<file path="src/rtl/qif_mon_pkg.sv">
// -----------------------------------------------------------------------------
// qif_mon_pkg
// Shared types and default sizing for the QIF spike monitor.
//   mon_state_e   : burst-detector state (IDLE / TRACK / BURST)
//   *_DEF         : default widths and burst thresholds used by the top level
// -----------------------------------------------------------------------------
package qif_mon_pkg;

  typedef enum logic [1:0] {
    IDLE  = 2'd0,
    TRACK = 2'd1,
    BURST = 2'd2
  } mon_state_e;

  localparam int WIN_W_DEF     = 16;
  localparam int CNT_W_DEF     = 8;
  localparam int ISI_W_DEF     = 12;
  localparam int BURST_ISI_DEF = 8;
  localparam int BURST_N_DEF   = 3;

endpackage

</file>
<file path="src/rtl/qif_sat_counter.sv">
// -----------------------------------------------------------------------------
// qif_sat_counter
// Up-counter that stops at MAXV. Priority: clear > load > increment.
// Ports:
//   clk, rst_n    : clock, asynchronous active-low reset (count -> 0)
//   clr_i         : synchronous clear
//   load_i        : synchronous load of load_val_i
//   load_val_i    : value loaded when load_i is high
//   inc_i         : increment enable (no effect once at MAXV)
//   cnt_o         : current count
// -----------------------------------------------------------------------------
module qif_sat_counter #(
  parameter int           W    = 8,
  parameter logic [W-1:0] MAXV = {W{1'b1}}
) (
  input  logic         clk,
  input  logic         rst_n,
  input  logic         clr_i,
  input  logic         load_i,
  input  logic [W-1:0] load_val_i,
  input  logic         inc_i,
  output logic [W-1:0] cnt_o
);

  logic [W-1:0] cnt_q;
  logic [W-1:0] cnt_d;

  always_comb begin
    cnt_d = cnt_q;
    if (clr_i) begin
      cnt_d = '0;
    end else if (load_i) begin
      cnt_d = load_val_i;
    end else if (inc_i && (cnt_q != MAXV)) begin
      cnt_d = cnt_q + W'(1);
    end
  end

  always_ff @(posedge clk or negedge rst_n) begin
    if (!rst_n) begin
      cnt_q <= '0;
    end else begin
      cnt_q <= cnt_d;
    end
  end

  assign cnt_o = cnt_q;

endmodule

</file>
<file path="src/rtl/qif_spike_monitor.sv">
// -----------------------------------------------------------------------------
// qif_spike_monitor
// Turns the QIF neuron's spike level into a windowed firing rate, a per-spike
// inter-spike interval and a burst flag. Only rising edges of spike_in count.
// Optional build macro: QIF_MON_MINMAX_EN adds running ISI min/max outputs.
// Ports:
//   clk, rst_n  : clock, asynchronous active-low reset
//   spike_in    : neuron spike level (may be high for several cycles)
//   window_len  : rate window length in cycles (0 behaves as 1), sampled at
//                 the start of every window
//   rate_out    : spike count of the last completed window (saturating)
//   rate_valid  : one-cycle pulse when rate_out updates
//   isi_out     : last inter-spike interval in cycles (saturating)
//   isi_valid   : one-cycle pulse when isi_out updates
//   isi_min/max : (QIF_MON_MINMAX_EN only) running min / max of isi_out
//   burst_flag  : high while the burst detector is in BURST
// -----------------------------------------------------------------------------
module qif_spike_monitor
  import qif_mon_pkg::*;
#(
  parameter int WIN_W     = WIN_W_DEF,
  parameter int CNT_W     = CNT_W_DEF,
  parameter int ISI_W     = ISI_W_DEF,
  parameter int BURST_ISI = BURST_ISI_DEF,
  parameter int BURST_N   = BURST_N_DEF
) (
  input  logic             clk,
  input  logic             rst_n,
  input  logic             spike_in,
  input  logic [WIN_W-1:0] window_len,
  output logic [CNT_W-1:0] rate_out,
  output logic             rate_valid,
  output logic [ISI_W-1:0] isi_out,
  output logic             isi_valid,
`ifdef QIF_MON_MINMAX_EN
  output logic [ISI_W-1:0] isi_min,
  output logic [ISI_W-1:0] isi_max,
`endif
  output logic             burst_flag
);

  localparam logic [CNT_W-1:0] CNT_MAX   = {CNT_W{1'b1}};
  localparam logic [ISI_W-1:0] ISI_MAX   = {ISI_W{1'b1}};
  localparam int               SC_W      = $clog2(BURST_N + 1);
  localparam logic [SC_W-1:0]  SC_MAX    = SC_W'(BURST_N);
  localparam logic [SC_W-1:0]  SC_ENTER  = SC_W'(BURST_N - 1);
  localparam logic [ISI_W-1:0] SHORT_LIM = ISI_W'(BURST_ISI);

  function automatic logic [WIN_W-1:0] norm_len(input logic [WIN_W-1:0] len);
    return (len == '0) ? WIN_W'(1) : len;
  endfunction

  logic             spike_d_q;
  logic             event_q;
  logic             first_q;
  logic [WIN_W-1:0] win_len_q;
  logic [WIN_W-1:0] wcnt_q;
  logic [WIN_W-1:0] wcnt_d;
  logic [WIN_W-1:0] win_now;
  logic             win_close;
  logic [CNT_W-1:0] scnt_q;
  logic [CNT_W-1:0] rate_d;
  logic [ISI_W-1:0] icnt_q;
  logic [SC_W-1:0]  shortcnt_q;
  logic             sc_clr;
  logic             sc_inc;
  logic             isi_upd;
  mon_state_e       state_q;
  mon_state_e       state_d;

  logic [CNT_W-1:0] rate_out_q;
  logic             rate_valid_q;
  logic [ISI_W-1:0] isi_out_q;
  logic             isi_valid_q;
  logic             burst_flag_q;

  // The first cycle after reset has no latched length yet, so the live
  // window_len is used directly for that window.
  always_comb begin
    win_now   = first_q ? norm_len(window_len) : win_len_q;
    win_close = (wcnt_q == (win_now - WIN_W'(1)));
    wcnt_d    = win_close ? '0 : (wcnt_q + WIN_W'(1));
    rate_d    = (event_q && (scnt_q != CNT_MAX)) ? (scnt_q + CNT_W'(1)) : scnt_q;
  end

  // Clear beats increment, so an event on the closing cycle is folded into
  // rate_d instead of leaking into the next window.
  qif_sat_counter #(.W(CNT_W), .MAXV(CNT_MAX)) u_scnt (
    .clk        (clk),
    .rst_n      (rst_n),
    .clr_i      (win_close),
    .load_i     (1'b0),
    .load_val_i ({CNT_W{1'b0}}),
    .inc_i      (event_q),
    .cnt_o      (scnt_q)
  );

  // Restarts at 1 on each event so the value seen at the next event equals
  // the distance between the two events.
  qif_sat_counter #(.W(ISI_W), .MAXV(ISI_MAX)) u_icnt (
    .clk        (clk),
    .rst_n      (rst_n),
    .clr_i      (1'b0),
    .load_i     (event_q),
    .load_val_i (ISI_W'(1)),
    .inc_i      (1'b1),
    .cnt_o      (icnt_q)
  );

  qif_sat_counter #(.W(SC_W), .MAXV(SC_MAX)) u_shortcnt (
    .clk        (clk),
    .rst_n      (rst_n),
    .clr_i      (sc_clr),
    .load_i     (1'b0),
    .load_val_i ({SC_W{1'b0}}),
    .inc_i      (sc_inc),
    .cnt_o      (shortcnt_q)
  );

  // Burst detector next-state. An event is checked before the timeout so a
  // coincident event decides the transition with its own ISI.
  always_comb begin
    state_d = state_q;
    sc_clr  = 1'b0;
    sc_inc  = 1'b0;
    isi_upd = event_q && (state_q != IDLE);
    case (state_q)
      IDLE: begin
        if (event_q) state_d = TRACK;
      end
      TRACK: begin
        if (event_q) begin
          if (icnt_q < SHORT_LIM) begin
            sc_inc = 1'b1;
            if (shortcnt_q >= SC_ENTER) state_d = BURST;
          end else begin
            sc_clr = 1'b1;
          end
        end
      end
      BURST: begin
        if (event_q) begin
          if (icnt_q < SHORT_LIM) begin
            sc_inc = 1'b1;
          end else begin
            sc_clr  = 1'b1;
            state_d = TRACK;
          end
        end else if (icnt_q == SHORT_LIM) begin
          sc_clr  = 1'b1;
          state_d = TRACK;
        end
      end
      default: begin
        sc_clr  = 1'b1;
        state_d = IDLE;
      end
    endcase
  end

  always_ff @(posedge clk or negedge rst_n) begin
    if (!rst_n) begin
      state_q      <= IDLE;
      burst_flag_q <= 1'b0;
    end else begin
      state_q      <= state_d;
      burst_flag_q <= (state_d == BURST);
    end
  end

  always_ff @(posedge clk or negedge rst_n) begin
    if (!rst_n) begin
      spike_d_q    <= 1'b0;
      event_q      <= 1'b0;
      first_q      <= 1'b1;
      win_len_q    <= '0;
      wcnt_q       <= '0;
      rate_out_q   <= '0;
      rate_valid_q <= 1'b0;
      isi_out_q    <= '0;
      isi_valid_q  <= 1'b0;
    end else begin
      spike_d_q    <= spike_in;
      event_q      <= spike_in & ~spike_d_q;
      first_q      <= 1'b0;
      if (first_q || win_close) win_len_q <= norm_len(window_len);
      wcnt_q       <= wcnt_d;
      rate_valid_q <= win_close;
      if (win_close) rate_out_q <= rate_d;
      isi_valid_q  <= isi_upd;
      if (isi_upd) isi_out_q <= icnt_q;
    end
  end

`ifdef QIF_MON_MINMAX_EN
  logic [ISI_W-1:0] isi_min_q;
  logic [ISI_W-1:0] isi_max_q;

  // A saturated ISI is only a lower bound on the true interval, so it may
  // raise the maximum but must not pull the minimum down.
  always_ff @(posedge clk or negedge rst_n) begin
    if (!rst_n) begin
      isi_min_q <= ISI_MAX;
      isi_max_q <= '0;
    end else if (isi_upd) begin
      if ((icnt_q != ISI_MAX) && (icnt_q < isi_min_q)) isi_min_q <= icnt_q;
      if (icnt_q > isi_max_q) isi_max_q <= icnt_q;
    end
  end

  assign isi_min = isi_min_q;
  assign isi_max = isi_max_q;
`endif

  assign rate_out   = rate_out_q;
  assign rate_valid = rate_valid_q;
  assign isi_out    = isi_out_q;
  assign isi_valid  = isi_valid_q;
  assign burst_flag = burst_flag_q;

endmodule
</file>
<file path="config.mk">
export PLATFORM = sky130hd
export DESIGN_NAME = qif_spike_monitor
export DESIGN_NICKNAME = d
export VERILOG_FILES = /design/src/rtl/qif_mon_pkg.sv /design/src/rtl/qif_sat_counter.sv /design/src/rtl/qif_spike_monitor.sv
export SDC_FILE = /design/constraint.sdc
export NUM_CORES = 1
export LEC_CHECK = 0
export BUFFER_PORTS_ARGS = -buffer_cell sky130_fd_sc_hd__buf_2
export CORE_ASPECT_RATIO = 0.8
export CORE_MARGIN = 5
export CORE_UTILIZATION = 55
export DETAILED_ROUTE_END_ITERATION = 12
export PLACE_DENSITY = 0.75
export REMOVE_ABC_BUFFERS = 1
export SYNTH_ARGS = -nofsm -noshare
export SYNTH_HDL_FRONTEND = slang
export SYNTH_SLANG_ARGS = --single-unit
</file>
<file path="constraint.sdc">
create_clock -name clk -period 4.5 [get_ports clk]
set_input_delay 1.35 -clock clk [delete_from_list [all_inputs] [get_ports clk]]
set_output_delay 1.35 -clock clk [all_outputs]
set_load 0.05 [all_outputs]
</file>
==> results by group <==
Status
  • Run status: completed

Timing
  • Total Negative Setup Slacks: 0 ns
  • Clock period minus worst slack: 4.28 ns
  • Number of max-slew violations in the final report: 0
  • Setup repair after global routing missed its margin: false
  • Number of hold violations in the final report: 0
  • Final WS setup: 0.221 ns
  • Worst slew margin relative to its limit: 33.1%
  • Transition time of the tightest slew-check pin: 1.00 ns
  • Fin Hold WS: 0.395 ns
  • Final setup viols: 0
  • Setup Skew: 0.00758 ns
  • Highest clock frequency the design can meet: 234 MHz
  • Final worst-path cycle share: 95.1%

Clock tree
  • Clock tree root buffer cell: sky130_fd_sc_hd__clkbuf_8
  • Buffer depth of the longest clock path: 2
  • Cts bufs inserted: 9
  • Htree depth: 3
  • Count of clock tree sinks: 82
  • Clock transition at the registers of the reported paths: 0.08 ns
  • Number of hold-repair buffers added at the cts stage: 0
  • Clock tree from TritonCTS: built
  • Insertion delay of the later-clocked pin in the worst-skew pair: 0.36 ns

Logic synthesis
  • Post-synth EDFFs: 0
  • Yosys cell types: 63
  • Post-synthesis cell count: 445
  • Number of storage elements in the synthesis netlist: 82
  • Async set-reset flop share out of synthesis: 100%
  • Area fraction of the dominant cell type after synthesis: 44.0%
  • Yosys synthesis warning count: 0
  • Cell type with the highest aggregate area in the netlist: sky130_fd_sc_hd__dfrtp_1
  • Cell with the most instances after synthesis: sky130_fd_sc_hd__dfrtp_1
  • Register area share after synthesis: 44.6%
  • Syn_area_per_cell: 10.3 sq um
  • Post-synth top cells: 81 x sky130_fd_sc_hd__dfrtp_1, 57 x sky130_fd_sc_hd__nor2_1, 26 x sky130_fd_sc_hd__mux2i_1, 26 x sky130_fd_sc_hd__xnor2_1, 25 x sky130_fd_sc_hd__xor2_1
  • Syn Std Cell Area: 4600 sq um
  • Top post-synthesis cells by area: sky130_fd_sc_hd__dfrtp_1 44%, sky130_fd_sc_hd__mux2i_1 5.7%, sky130_fd_sc_hd__xnor2_1 4.9%
  • Main synth FF type: sky130_fd_sc_hd__dfrtp_1

Pwr
  • Static leakage: 2.44 nW
  • Total power after layout: 2.23 mW
  • Worst VDD drop: 0.282 mV
  • Pwr Density: 419 nW/um^2

Die
  • Total Die Area: 10300 sq um
  • Initial Util: 57.1%
  • Num rows: 29
  • I/O pin cnt: 42
  • Width of the die: 112 um
  • Core region area: 8060 sq um
  • Y dimension of the die: 91.8 um

Placement
  • HPWL after detailed placement: 7090 um
  • Cell Area, Placed: 5070 sq um
  • Routability congestion estimate from global placement: 0.916
  • Setup slack after placement: -0.342 ns
  • Quantity of I/O buffers inserted on ports: 41

Worst setup path
  • Worst stage delay on the critical path: 0.41 ns
  • Type of element launching the critical path: input port
  • Setup crit end kind: flip-flop
  • Worst-path maximum fanout: 32
  • Data arrival, critical path: 4.56 ns
  • Standard cell with the maximum stage delay on the critical path: sky130_fd_sc_hd__or3_1
  • Crit path cell chain: buf_2 -> or3_1 -> nor4_2 -> buf_4 -> a21oi_1 -> a21o_1 -> ha_1 -> xor2_1 -> xnor2_1 -> a2111oi_0 -> nand3_1 -> nor4_1 -> and4b_1 -> buf_12 -> mux2i_1
  • Data required time at the worst endpoint: 4.78 ns
  • Type of the setup path with the least slack: input port to flip-flop

GRT
  • Initial antenna violation count: 0
  • Met2 routing resource usage after global routing: 29.6%
  • Remaining global-route overflow: 0
  • Wire length of the first global-routing pass: 16800 um
  • M1 GR Usage: 28.6%
  • Total Routing Usage GR: 20.2%
  • Layer with the highest usage after global routing: met2
  • Met3 track demand over resource in global routing: 6.58%
  • Maximum number of pins on one net before global-route repair: 83
  • Vias in the first global route: 3457

Cells and area
  • Sequential Area: 2050 sq um
  • Number of inserted filler cells in the final layout: 630
  • Area growth from synthesis to final layout: 15.7%
  • Total Nets Final: 535
  • Antenna diode count: 0
  • Post-route design area: 5320 sq um
  • Total area of multi-input combinational cells: 2400 sq um
  • Share of cells above drive strength 1: 23.1%

Drt
  • Detail-routed via count per cell: 5.57
  • Detailed router's first-iteration violation count: 201
  • Vias post-DR: 3442
  • Count of TritonRoute iterations in the first routing pass: 4
  • Average wire per standard cell: 15.8 um
  • Post-route DRC: 0
  • Total Wirelength: 9770 um
  • Routed Antenna Nets: 0

Hold path
  • Hold Path Class: flip-flop to flip-flop

Flow run
  • # Max-Cap Violations: 0
==> path summary, 6_finish.rpt <==
kind | from | slack, ns | end | depth (start not counted)
min | spike_d_q | 0.39 | event_q | 1
min in group asynchronous | rst_n | 1.13 | win_len_q[5] | 1
max | window_len[9] | 0.22 | rate_out[4] | 15
max reg2reg | first_q | 0.85 | win_len_q[4] | 10
min reg2reg | spike_d_q | 0.39 | event_q | 1
max in group asynchronous | rst_n | 2.70 | wcnt_q[15] | 1
==> worst max-delay path: cells and delay by family <==
family,cells,cell delay [ns]
AO/OA/AOI/OAI,3,0.62
XOR/XNOR,2,0.30
adder cells (fa/ha/maj),1,0.22
buffers and inverters,3,0.46
multiplexers,1,0.22
AND/OR/NAND/NOR,5,1.39
==> flip-flops by register name, indices dropped and copies added (netlist names), 2 cells and up <==
register	cells
isi_out	12
rate_out	8
state_q	2
u_icnt.cnt_o	12
u_scnt.cnt_o	8
u_shortcnt.cnt_o	2
wcnt_q	16
win_len_q	16
==> cell type report <==
type / count / share of cell area, %
Clock buffer: 11 / 2.84
Clock inverter: 5 / 1.62
Inverter: 20 / 1.41
Multi-Input combinational cell: 326 / 45.1
Sequential cell: 82 / 38.6
Tap cell: 108 / 2.54
Timing Repair Buffer: 66 / 7.90
==> logic make-up (layout without fill, tap and decap cells) <==
| group | Yosys count | count (layout) | synth area share (%) |
|---|---|---|---|
| fa+ha+maj | 11 | 11 | 2.99 |
| xor+xnor | 51 | 51 | 9.71 |
| compound gates | 52 | 52 | 9.00 |
| other cells | 1 | 1 | 0.0815 |
| buf+inv | 37 | 102 | 3.48 |
| flops | 82 | 82 | 44.6 |
| mux | 49 | 49 | 12.0 |
| simple gates | 162 | 162 | 18.1 |
==> per-layer routing <==
layer | vias to the layer above | share of wire [%]
met5 | - | 0
met4 | 0 | 1.3
met3 | 13 | 5.6
met2 | 69 | 45
met1 | 1673 | 48
li1 | 1687 | -
==> power by group <==
part | internal [mW] | leakage [nW] | switching, mW
combinational | 0.247 | 1.32 | 0.373
sequential | 0.858 | 1.00 | 0.129
clock | 0.346 | 0.120 | 0.277
==> through the flow <==
step | std cells | util, %
2_1_floorplan | 428 | -
3_3_place_gp | 602 | 63.0
3_5_place_dp | 602 | 63.0
4_1_cts | 618 | 65.9
5_1_grt | 618 | 66.1
6_report | 618 | 66.1
==> layout by cell type (no fill, tap or decap), types with 11 or more instances in the layout <==
| master | netlist | layout |
|---|---|---|
| sky130_fd_sc_hd__a21oi_1 | 11 | 11 |
| sky130_fd_sc_hd__buf_2 | 8 | 40 |
| sky130_fd_sc_hd__buf_4 | 1 | 24 |
| sky130_fd_sc_hd__clkbuf_8 | 0 | 11 |
| sky130_fd_sc_hd__dfrtp_1 | 81 | 81 |
| sky130_fd_sc_hd__ha_1 | 11 | 11 |
| sky130_fd_sc_hd__inv_1 | 20 | 20 |
| sky130_fd_sc_hd__mux2_2 | 14 | 14 |
| sky130_fd_sc_hd__mux2i_1 | 26 | 26 |
| sky130_fd_sc_hd__nand2_1 | 19 | 19 |
| sky130_fd_sc_hd__nand3_1 | 18 | 18 |
| sky130_fd_sc_hd__nor2_1 | 57 | 57 |
| sky130_fd_sc_hd__nor3_1 | 12 | 12 |
| sky130_fd_sc_hd__xnor2_1 | 26 | 26 |
| sky130_fd_sc_hd__xor2_1 | 25 | 25 |
==> what timing repair did <==
item / in CTS / in global routing
buffers inserted: 0 / 0
setup endpoints to repair: 0 / 20
resized for setup: 0 / 2
Note: power is estimated with default switching activity, not from simulation.
